[src/rtl/ram_loader_pkg.sv]
// Shared encodings for the Mock8080 serial RAM loader: frame FSM states, UART
// receiver states, the SYNC byte and the LEN-to-count helper.
package ram_loader_pkg;

    typedef enum logic [2:0] {
        ST_IDLE,
        ST_ADDR,
        ST_LEN,
        ST_DATA,
        ST_CSUM,
        ST_DONE,
        ST_ERR
    } state_t;

    typedef enum logic [1:0] {
        RX_IDLE,
        RX_START,
        RX_DATA,
        RX_STOP
    } rx_state_t;

    localparam logic [7:0] LOADER_SYNC_BYTE = 8'h55;

    // LEN of zero encodes a full 256-byte page.
    function automatic logic [8:0] len_to_cnt(input logic [7:0] len);
        return (len == 8'h00) ? 9'd256 : {1'b0, len};
    endfunction

endpackage

[src/rtl/ram_loader_if.sv]
// RAM write port plus loader status, grouped as one bundle between the loader
// (master) and the RAM / CPU reset / debug consumers (slave).
interface ram_loader_if;
    logic [7:0] ram_addr;
    logic [7:0] ram_data;
    logic       ram_we;
    logic       cpu_hold;
    logic       busy;
    logic       done;
    logic       error;

    modport master (output ram_addr, ram_data, ram_we, cpu_hold, busy, done, error);
    modport slave  (input  ram_addr, ram_data, ram_we, cpu_hold, busy, done, error);
endinterface

[src/rtl/ram_loader_uart_rx_byte.sv]
// 8N1 UART byte receiver: 2-flop synchronizer, mid-bit sampling, LSB first.
// byte_vld_o / framing_err_o pulse one cycle at mid-stop-bit; no backpressure.
module uart_rx_byte
    import ram_loader_pkg::*;
#(
    parameter int CLKS_PER_BIT = 434
) (
    input  logic       clk_qzt,
    input  logic       reset_n,
    input  logic       rx_i,
    output logic [7:0] byte_o,
    output logic       byte_vld_o,
    output logic       framing_err_o
);

    localparam int CW = (CLKS_PER_BIT > 2) ? $clog2(CLKS_PER_BIT) : 1;
    localparam logic [CW-1:0] CNT_LAST = CW'(CLKS_PER_BIT - 1);
    localparam logic [CW-1:0] CNT_HALF = CW'(CLKS_PER_BIT / 2 - 1);

    logic            meta_q, sync_q, prev_q;
    rx_state_t       st_q, st_d;
    logic [CW-1:0]   cnt_q, cnt_d;
    logic [2:0]      bit_q, bit_d;
    logic [7:0]      shift_q, shift_d;
    logic            vld_q, vld_d;
    logic            ferr_q, ferr_d;

    always_ff @(posedge clk_qzt or negedge reset_n) begin
        if (!reset_n) begin
            meta_q  <= 1'b1;
            sync_q  <= 1'b1;
            prev_q  <= 1'b1;
            st_q    <= RX_IDLE;
            cnt_q   <= '0;
            bit_q   <= '0;
            shift_q <= '0;
            vld_q   <= 1'b0;
            ferr_q  <= 1'b0;
        end else begin
            meta_q  <= rx_i;
            sync_q  <= meta_q;
            prev_q  <= sync_q;
            st_q    <= st_d;
            cnt_q   <= cnt_d;
            bit_q   <= bit_d;
            shift_q <= shift_d;
            vld_q   <= vld_d;
            ferr_q  <= ferr_d;
        end
    end

    always_comb begin
        st_d    = st_q;
        cnt_d   = cnt_q;
        bit_d   = bit_q;
        shift_d = shift_q;
        vld_d   = 1'b0;
        ferr_d  = 1'b0;
        case (st_q)
            RX_IDLE: begin
                if (prev_q && !sync_q) begin
                    st_d  = RX_START;
                    cnt_d = '0;
                end
            end
            RX_START: begin
                // A glitch that is gone by mid-start-bit is not a byte.
                if (cnt_q == CNT_HALF) begin
                    cnt_d = '0;
                    bit_d = '0;
                    st_d  = sync_q ? RX_IDLE : RX_DATA;
                end else begin
                    cnt_d = cnt_q + 1'b1;
                end
            end
            RX_DATA: begin
                if (cnt_q == CNT_LAST) begin
                    cnt_d   = '0;
                    shift_d = {sync_q, shift_q[7:1]};
                    bit_d   = bit_q + 3'd1;
                    if (bit_q == 3'd7) st_d = RX_STOP;
                end else begin
                    cnt_d = cnt_q + 1'b1;
                end
            end
            RX_STOP: begin
                if (cnt_q == CNT_LAST) begin
                    cnt_d  = '0;
                    st_d   = RX_IDLE;
                    vld_d  = sync_q;
                    ferr_d = ~sync_q;
                end else begin
                    cnt_d = cnt_q + 1'b1;
                end
            end
            default: st_d = RX_IDLE;
        endcase
    end

    assign byte_o        = shift_q;
    assign byte_vld_o    = vld_q;
    assign framing_err_o = ferr_q;

endmodule

[src/rtl/ram_loader.sv]
// Frame loader (SYNC ADDR LEN data [CSUM]) into the 256-byte RAM; ram_we 1 cycle after byte_valid,
// no backpressure (UART paces input). Optional trailing checksum under `LOADER_CHECKSUM_EN.
module ram_loader
    import ram_loader_pkg::*;
#(
    parameter int CLKS_PER_BIT = 434,
    parameter int TIMEOUT_BITS = 20
) (
    input  logic          clk_qzt,
    input  logic          reset_n,
    input  logic          rx,
    ram_loader_if.master  bus
);

    localparam int TMO_CYC = TIMEOUT_BITS * CLKS_PER_BIT;
    localparam int TW      = $clog2(TMO_CYC + 1);
    localparam logic [TW-1:0] TMO_LAST = TW'(TMO_CYC - 1);

    logic [7:0] rx_byte;
    logic       rx_vld;
    logic       rx_ferr;

    uart_rx_byte #(
        .CLKS_PER_BIT (CLKS_PER_BIT)
    ) u_rx (
        .clk_qzt       (clk_qzt),
        .reset_n       (reset_n),
        .rx_i          (rx),
        .byte_o        (rx_byte),
        .byte_vld_o    (rx_vld),
        .framing_err_o (rx_ferr)
    );

    state_t        state_q, state_d;
    logic [7:0]    ptr_q, ptr_d;
    logic [8:0]    cnt_q, cnt_d;
    logic [TW-1:0] tmo_q, tmo_d;
    logic [7:0]    ram_addr_q, ram_addr_d;
    logic [7:0]    ram_data_q, ram_data_d;
    logic          ram_we_q, ram_we_d;
    logic          busy_q, busy_d;
    logic          done_q, done_d;
    logic          error_q, error_d;
`ifdef LOADER_CHECKSUM_EN
    logic [7:0]    sum_q, sum_d;
`endif

    logic mid_frame;
    assign mid_frame = (state_q == ST_ADDR) || (state_q == ST_LEN) ||
                       (state_q == ST_DATA) || (state_q == ST_CSUM);

    always_ff @(posedge clk_qzt or negedge reset_n) begin
        if (!reset_n) begin
            state_q    <= ST_IDLE;
            ptr_q      <= '0;
            cnt_q      <= '0;
            tmo_q      <= '0;
            ram_addr_q <= '0;
            ram_data_q <= '0;
            ram_we_q   <= 1'b0;
            busy_q     <= 1'b0;
            done_q     <= 1'b0;
            error_q    <= 1'b0;
`ifdef LOADER_CHECKSUM_EN
            sum_q      <= '0;
`endif
        end else begin
            state_q    <= state_d;
            ptr_q      <= ptr_d;
            cnt_q      <= cnt_d;
            tmo_q      <= tmo_d;
            ram_addr_q <= ram_addr_d;
            ram_data_q <= ram_data_d;
            ram_we_q   <= ram_we_d;
            busy_q     <= busy_d;
            done_q     <= done_d;
            error_q    <= error_d;
`ifdef LOADER_CHECKSUM_EN
            sum_q      <= sum_d;
`endif
        end
    end

    always_comb begin
        state_d    = state_q;
        ptr_d      = ptr_q;
        cnt_d      = cnt_q;
        ram_addr_d = ram_addr_q;
        ram_data_d = ram_data_q;
        ram_we_d   = 1'b0;
        busy_d     = busy_q;
        done_d     = done_q;
        error_d    = error_q;
`ifdef LOADER_CHECKSUM_EN
        sum_d      = sum_q;
`endif
        // Silence timer restarts on every byte and only runs inside a frame.
        if (!mid_frame || rx_vld)   tmo_d = '0;
        else if (tmo_q != TMO_LAST) tmo_d = tmo_q + 1'b1;
        else                        tmo_d = tmo_q;

        if (mid_frame && (rx_ferr || tmo_q == TMO_LAST)) begin
            state_d = ST_ERR;
            busy_d  = 1'b0;
        end else begin
            case (state_q)
                ST_IDLE: begin
                    if (rx_vld && rx_byte == LOADER_SYNC_BYTE) begin
                        state_d = ST_ADDR;
                        busy_d  = 1'b1;
                        done_d  = 1'b0;
                        error_d = 1'b0;
                    end
                end
                ST_ADDR: begin
                    if (rx_vld) begin
                        ptr_d   = rx_byte;
`ifdef LOADER_CHECKSUM_EN
                        sum_d   = rx_byte;
`endif
                        state_d = ST_LEN;
                    end
                end
                ST_LEN: begin
                    if (rx_vld) begin
                        cnt_d   = len_to_cnt(rx_byte);
`ifdef LOADER_CHECKSUM_EN
                        sum_d   = sum_q + rx_byte;
`endif
                        state_d = ST_DATA;
                    end
                end
                ST_DATA: begin
                    if (rx_vld) begin
                        ram_addr_d = ptr_q;
                        ram_data_d = rx_byte;
                        ram_we_d   = 1'b1;
                        ptr_d      = ptr_q + 8'd1;
                        cnt_d      = cnt_q - 9'd1;
`ifdef LOADER_CHECKSUM_EN
                        sum_d      = sum_q + rx_byte;
                        if (cnt_q == 9'd1) state_d = ST_CSUM;
`else
                        if (cnt_q == 9'd1) begin
                            state_d = ST_DONE;
                            busy_d  = 1'b0;
                        end
`endif
                    end
                end
`ifdef LOADER_CHECKSUM_EN
                ST_CSUM: begin
                    if (rx_vld) begin
                        state_d = (rx_byte == sum_q) ? ST_DONE : ST_ERR;
                        busy_d  = 1'b0;
                    end
                end
`endif
                ST_DONE: begin
                    done_d  = 1'b1;
                    error_d = 1'b0;
                    state_d = ST_IDLE;
                end
                ST_ERR: begin
                    error_d = 1'b1;
                    done_d  = 1'b0;
                    state_d = ST_IDLE;
                end
                default: state_d = ST_IDLE;
            endcase
        end
    end

    assign bus.ram_addr = ram_addr_q;
    assign bus.ram_data = ram_data_q;
    assign bus.ram_we   = ram_we_q;
    assign bus.cpu_hold = busy_q;
    assign bus.busy     = busy_q;
    assign bus.done     = done_q;
    assign bus.error    = error_q;

endmodule

[src/flat_wrapper.sv]
// flat-port wrapper written by rule: the top's interface ports become plain ports
module ram_loader_flat import ram_loader_pkg::*;
#(
    parameter int CLKS_PER_BIT = 434,
    parameter int TIMEOUT_BITS = 20
)
  (clk_qzt, reset_n, rx, bus_ram_addr, bus_ram_data, bus_ram_we, bus_cpu_hold, bus_busy, bus_done, bus_error);
  ram_loader_if bus_i ();
  input  logic clk_qzt;
  input  logic reset_n;
  input  logic rx;
  output wire logic [$bits(bus_i.ram_addr)-1:0] bus_ram_addr;
  output wire logic [$bits(bus_i.ram_data)-1:0] bus_ram_data;
  output wire logic [$bits(bus_i.ram_we)-1:0] bus_ram_we;
  output wire logic [$bits(bus_i.cpu_hold)-1:0] bus_cpu_hold;
  output wire logic [$bits(bus_i.busy)-1:0] bus_busy;
  output wire logic [$bits(bus_i.done)-1:0] bus_done;
  output wire logic [$bits(bus_i.error)-1:0] bus_error;
  assign bus_ram_addr = bus_i.ram_addr;
  assign bus_ram_data = bus_i.ram_data;
  assign bus_ram_we = bus_i.ram_we;
  assign bus_cpu_hold = bus_i.cpu_hold;
  assign bus_busy = bus_i.busy;
  assign bus_done = bus_i.done;
  assign bus_error = bus_i.error;
  ram_loader #(.CLKS_PER_BIT(CLKS_PER_BIT), .TIMEOUT_BITS(TIMEOUT_BITS)) u_core (.clk_qzt(clk_qzt), .reset_n(reset_n), .rx(rx), .bus(bus_i));
endmodule
[config.mk]
export PLATFORM = sky130hd
export DESIGN_NAME = ram_loader_flat
export DESIGN_NICKNAME = d
export VERILOG_FILES = /design/src/rtl/ram_loader_pkg.sv /design/src/rtl/ram_loader_if.sv /design/src/rtl/ram_loader_uart_rx_byte.sv /design/src/rtl/ram_loader.sv /design/src/flat_wrapper.sv
export SDC_FILE = /design/constraint.sdc
export NUM_CORES = 1
export LEC_CHECK = 0
export ABC_CLOCK_PERIOD_IN_PS = 1930
export CAP_MARGIN = 30
export CORE_ASPECT_RATIO = 0.8
export CORE_MARGIN = 5
export CORE_UTILIZATION = 54
export CTS_CLUSTER_SIZE = 10
export DETAILED_ROUTE_END_ITERATION = 8
export PLACE_DENSITY = 0.82
export SETUP_SLACK_MARGIN = 0.05
export SLEW_MARGIN = 20
export SYNTH_ARGS = -nofsm -noshare
export SYNTH_HDL_FRONTEND = slang
export SYNTH_SLANG_ARGS = --single-unit
[constraint.sdc]
create_clock -name clk_qzt -period 1.93 [get_ports clk_qzt]
set_input_delay 0.386 -clock clk_qzt [delete_from_list [all_inputs] [get_ports clk_qzt]]
set_output_delay 0.386 -clock clk_qzt [all_outputs]
set_load 0.03 [all_outputs]
Word-level counts from Yosys, hierarchy flattened
Cells that the tools add are included.
- order comparisons: 0
- eq/ne operators: 30
- shift-type cells: 0
- multiply operators: 0
- add/subtract/negate cells: 5
- div/mod/pow operators: 0
- reduce and logical (&&, ||, !) cells: 29
- mux-type cells: 45
- bitwise logic cells: 2
- operators by type and width (operator ; count):
    $mux W9 ; 6
    $mux W14 ; 2
    $pmux W9 S3 ; 1
    $mux W3 ; 8
    $pmux W9 S2 ; 1
    $mux W8 ; 2
    $ne A2 B2 Y1 const B ; 8
    $pmux W8 S2 ; 1
    $add A14 B1 Y14 const B ; 1
    $eq A14 B14 Y1 const B ; 1
    $ne A14 B14 Y1 const B ; 1
    $eq A3 B3 Y1 const B ; 4
    $mux W1 ; 12
    $mux W2 ; 6
    $ne A3 B3 Y1 const B ; 4
    $pmux W3 S4 ; 1
    $reduce_and A4 Y1 ; 3
    $reduce_and A5 Y1 ; 2
    $add A9 B1 Y9 const B ; 1
    $eq A9 B1 Y1 const B ; 1
    $eq A9 B8 Y1 const B ; 1
    $eq A9 B9 Y1 const B ; 1
    $reduce_and A3 Y1 ; 3
    $sub A9 B1 Y9 const B ; 1
    other kinds (24) ; 39
- bits in writable memories: 0
- output and inout port bits: 21
- register bits after elaboration: 81
- ROM bits: 0
- latch bits: 0
- memories: 0
- input port bits: 3
- logic and storage cells: 130

Longest topological paths before layout
- depth in word-level cells: 7
- depth in mapped cells: 7
- mapped depth without buffers: 6

Hierarchy
Synthesis repeated with hierarchy kept, for this count alone.
- cell total of the unflattened synthesis: 409
- area total of the unflattened synthesis: 4207.8 um^2
- modules (own cells, without submodules) (module ; area an instance (um^2) ; cells each ; times used ; sequential area each (um^2)):
    ram_loader ; 2887.8 ; 290 ; 1 ; 1351.3
    uart_rx_byte ; 1320.0 ; 119 ; 1 ; 679.4

Worst setup path after synthesis
No wires, ideal clock.
- kind: reg2reg
- start point: reg u_core.tmo_q[4]
- end point: reg u_core.ram_addr_q[7] (netlist: u_core.bus.ram_addr[7])
- period minus slack after synthesis: 2128 ps
- path buffers: 2
- data arrival time: 2003 ps
- setup slack: -198 ps
- stages on the path, launching flop included: 7
- data required time: 1805 ps
- library setup time: 125 ps
- path through: dfrtp_1 or4b_4 o41a_1 buf_6 nand3_4 buf_12 mux2_4
- longest elaborated chain between the ends: 5
- RTL lines (element ; line ; text):
    start, declared ; ram_loader.sv:37 ; logic [TW-1:0] tmo_q, tmo_d;
    start signal, assigned ; ram_loader.sv:71 ; tmo_q <= tmo_d;
    $eq A14 B14 Y1 ; ram_loader.sv:102 ; if (mid_frame && (rx_ferr || tmo_q == TMO_LAST)) begin
    $logic_or A1 B1 Y1 ; ram_loader.sv:102 ;
    $logic_and A1 B1 Y1 ; ram_loader.sv:102 ;
    $not A1 Y1 (no source line) ; n/a ;
    $reduce_and A3 Y1 (no source line) ; n/a ;
    end signal, assigned ; ram_loader.sv:72 ; ram_addr_q <= ram_addr_d;
    end, declared ; ram_loader.sv:38 ; logic [7:0] ram_addr_q, ram_addr_d;
No other way between the ends.
A chain may end at the register's enable or synchronous reset.

Worst setup path in the final report
- start point: reg u_core.tmo_q[12]
- end point: reg u_core.ptr_q[0]
- longest elaborated chain between the ends: 5
- RTL lines (element ; line ; text):
    $eq A14 B14 Y1 ; ram_loader.sv:102 ;
    $logic_or A1 B1 Y1 ; ram_loader.sv:102 ;
    $logic_and A1 B1 Y1 ; ram_loader.sv:102 ;
    $not A1 Y1 (no source line) ; n/a ;
    $reduce_and A4 Y1 (no source line) ; n/a ;
    end signal, assigned ; ram_loader.sv:69 ; ptr_q <= ptr_d;
    end, declared ; ram_loader.sv:35 ; logic [7:0] ptr_q, ptr_d;
No other way between the ends.

==> flow_summary.yaml <==
clock_network:
  cts_buffers: 9
  cts_buffer_depth: 2
  ctsHoldBuffers: 0
  cts_sinks: 81
  cts_tree: "yes"
  clk_latency_ps: 370
  htreeDepth: 3
  clk_pin_slew_worst_paths_ps: 90
  root_buffer: "clkbuf_8"
placement:
  numPortBuffers: 23
  dpl_cell_area_sq_um: 4800
  hpwl_um: 6620
  routabilityCongestion: 0.888
hold_path:
  holdCritPathClass: "primary input to asynchronous set/reset pin"
power_and_ir_drop:
  ir_worst_vdd_mv: 0.725
  power_density_nw_per_um2: 719
  cellLeakagePower_uw: 0.00239
drt:
  drc: 0
  dr.pass1.iters: 5
  wl_per_cell_um: 18.1
  avgViaCountPerCell: 6.21
  vias: 3572
  final_antenna_net_count: 0
  drt_iter0_markers: 278
  drt_wl_total_um: 10400
status:
  status: "finished with violations"
  violations: "negative setup slack"
sta:
  timing.hold.ws_ps: 14.0
  worst_clock_skew_ps: 6.07
  slew_headroom_pct: 60.0
  finalWorstSetupSlack_ps: -168
  period_needed_ps: 2100
  worstMarginPinSlew_ps: 600
  rsz0062_at_grt: "true"
  hold_violations: 0
  fin_crit_sh_pct: 109
  maxSlewViolCount: 0
  fmax_ghz: 0.477
  setup_viol: 34
layout:
  postLayoutCoreUtil_pct: 70.2
  design_area_sq_um: 5240
  mostFrequentLayoutCell: "dfrtp_1"
  layout_common_cells: "78 x dfrtp_1, 40 x buf_4, 30 x nand2_1"
  syn_to_final_growth_pct: 25.8
  drive_above_1_share_pct: 26.6
  final_net_count: 477
  antenna-diode-count: 0
  fill_cells: 471
logic_synthesis:
  ys_warn_count: 0
  synth_area_leader_cell: "dfrtp_1"
  ys_ff_latch: 81
  synthFlopType: "dfrtp_1"
  async_flop_share_pct: 100
  synth.distinct_cells: 62
  synth_largest_type_area_fraction_pct: 46.8
  postSynthCellCount: 399
  netlist_area_sq_um: 4170
  synth_edf_count: 0
  synthTopCellsByArea: "dfrtp_1 47%, mux2_2 4.9%, mux2_4 3.2%"
  synth_area_per_cell_sq_um: 10.4
  seq_area_frac_synth_pct: 48.7
  syn_nets: 411
setup_path:
  critPathKind: "flip-flop to flip-flop"
  critical_path_required_ps: 2180
  critPathArrivalTime_ps: 2350
  path_cells: "or4b_4, buf_4, o41ai_4, buf_4, buf_12, nor4_1, a211o_1"
  cpMaxStageDelayCell: "or4b_4"
  path_buf_inv: 3
  cp-start-kind: "flip-flop"
  crit_fanout: 7
  slowest_delay_ps: 550
  rrSetupSlack_ps: -170
  path_delay_family: "simple AND/OR/NAND/NOR gates"
  crit_top_cell: "buf_4"
  endpoint_kind: "flip-flop"
grt:
  grt-ovfl-total: 0
  grt_pass1_wl_um: 17000
  antenna_found_initial: 0
  grt_usage_pct: 22.7
  grt_max_degree: 46
  grt_pass1_vias: 3596
floorplanning:
  die_w_um: 108
  floorplan.die_area_sq_um: 9580
  io_pins: 24
  core_sq_um: 7460
  die_h_um: 88.6
  std_cell_rows: 28
  start_util_pct: 55.8
run:
  drv_cap: 0
-- flip-flops by register name (all words and copies together), names as in the netlist, 3 cells and up, named ones only --
name / count
u_core.tmo_q: 14
u_core.ptr_q: 8
u_core.cnt_q: 9
u_core.u_rx.cnt_q: 9
u_core.u_rx.byte_o: 8
u_core.u_rx.bit_q: 3
u_core.state_q: 3
u_core.bus.ram_data: 8
u_core.bus.ram_addr: 8
-- area by class of cell --
class / instances / area [sq um] / area share, %
Clock inverter: 6 / 72.6 / 1.38
Multi-Input combinational cell: 291 / 2160 / 41.2
Inverter: 12 / 45.0 / 0.860
Timing Repair Buffer: 70 / 666 / 12.7
Clock buffer: 10 / 138 / 2.63
Sequential cell: 81 / 2030 / 38.8
Tap cell: 105 / 131 / 2.51
-- cell usage after synthesis (3+ instances only) --
cell       instances
a21oi_1           17
o22ai_1           10
nand2_1           31
nor4_1             6
a31oi_1            7
o31ai_1            3
dfrtp_1           78
a2bb2oi_1          8
inv_1             12
mux2_4             9
nor2b_1            5
or4_1              3
nand2b_1           3
mux2_2            18
a211oi_1           5
and3_1             6
clkbuf_1           9
dfstp_2            3
nor3_1            19
a22o_1             3
nand3_1           19
nand4_1            5
xor2_1             9
o21ai_0           24
or3_1              4
ha_1               9
and4_1             5
nor2_1            24
-- power by group --
part	switching (uW)	internal, uW	leakage (uW)	total [uW]
Sequential	103	1770	0.00111	1870
Clock	672	649	0.000104	1320
Combinational	323	256	0.00117	579
Total	1100	2670	0.00239	3770
-- cell families (layout without fill, tap and decap cells) --
logic type               count (synthesis)  count (layout)  share of synthesized area, %
AO/OA/AOI/OAI                           96              96                          15.5
XOR/XNOR                                10              10                          2.10
adder cells (fa/ha/maj)                  9               9                          2.70
buffers and inverters                   27              98                          3.15
flip-flops                              81              81                          48.7
multiplexers                            28              28                          8.35
AND/OR/NAND/NOR                        148             148                          19.4
-- repair_timing --
action | 4_1_cts | 5_1_grt
cloned | 0 | 1
resized for setup | 10 | 21
pin swaps | 3 | 2
buffers inserted | 5 | 4
setup endpoints to repair | 53 | 52
-- stage by stage --
stage / worst slack (ps) / cells / TNS (ps) / power, uW
finish: -168 / 575 / -2990 / 3770
global route: -203 / 575 / -4650 / 3930
CTS: -119 / 570 / -1690 / 3690
detailed placement: -204 / 549 / -3730 / 2360
global placement: -107 / 549 / -1420 / 2330
floorplan: -187 / 399 / -2310 / 2140
-- routing by layer --
layer  vias to the layer above  track usage [%]  routed length [um]
met1                      1760             30.0                4490
met5                         -                0                   0
met3                        26             6.49                 762
li1                       1617                -                   -
met2                       169             36.6                4930
met4                         0             7.22                 224
-- final timing paths --
| check | depth (start not counted) | from | end |
|---|---|---|---|
| worst max register to register | 7 | u_core.tmo_q[12]$_DFFE_PN0P_ | u_core.ptr_q[0]$_DFFE_PN0P_ |
| worst min register to register | 0 | u_core.u_rx.meta_q$_DFF_PN1_ | u_core.u_rx.sync_q$_DFF_PN1_ |
| min in group clk_qzt | 0 | u_core.u_rx.meta_q$_DFF_PN1_ | u_core.u_rx.sync_q$_DFF_PN1_ |
| worst min-delay path | 1 | reset_n | u_core.u_rx.cnt_q[5]$_DFFE_PN0P_ |
| worst max-delay path | 7 | u_core.tmo_q[12]$_DFFE_PN0P_ | u_core.ptr_q[0]$_DFFE_PN0P_ |
| max in group asynchronous | 2 | reset_n | u_core.ptr_q[2]$_DFFE_PN0P_ |
(Power assumes the default switching activity.)
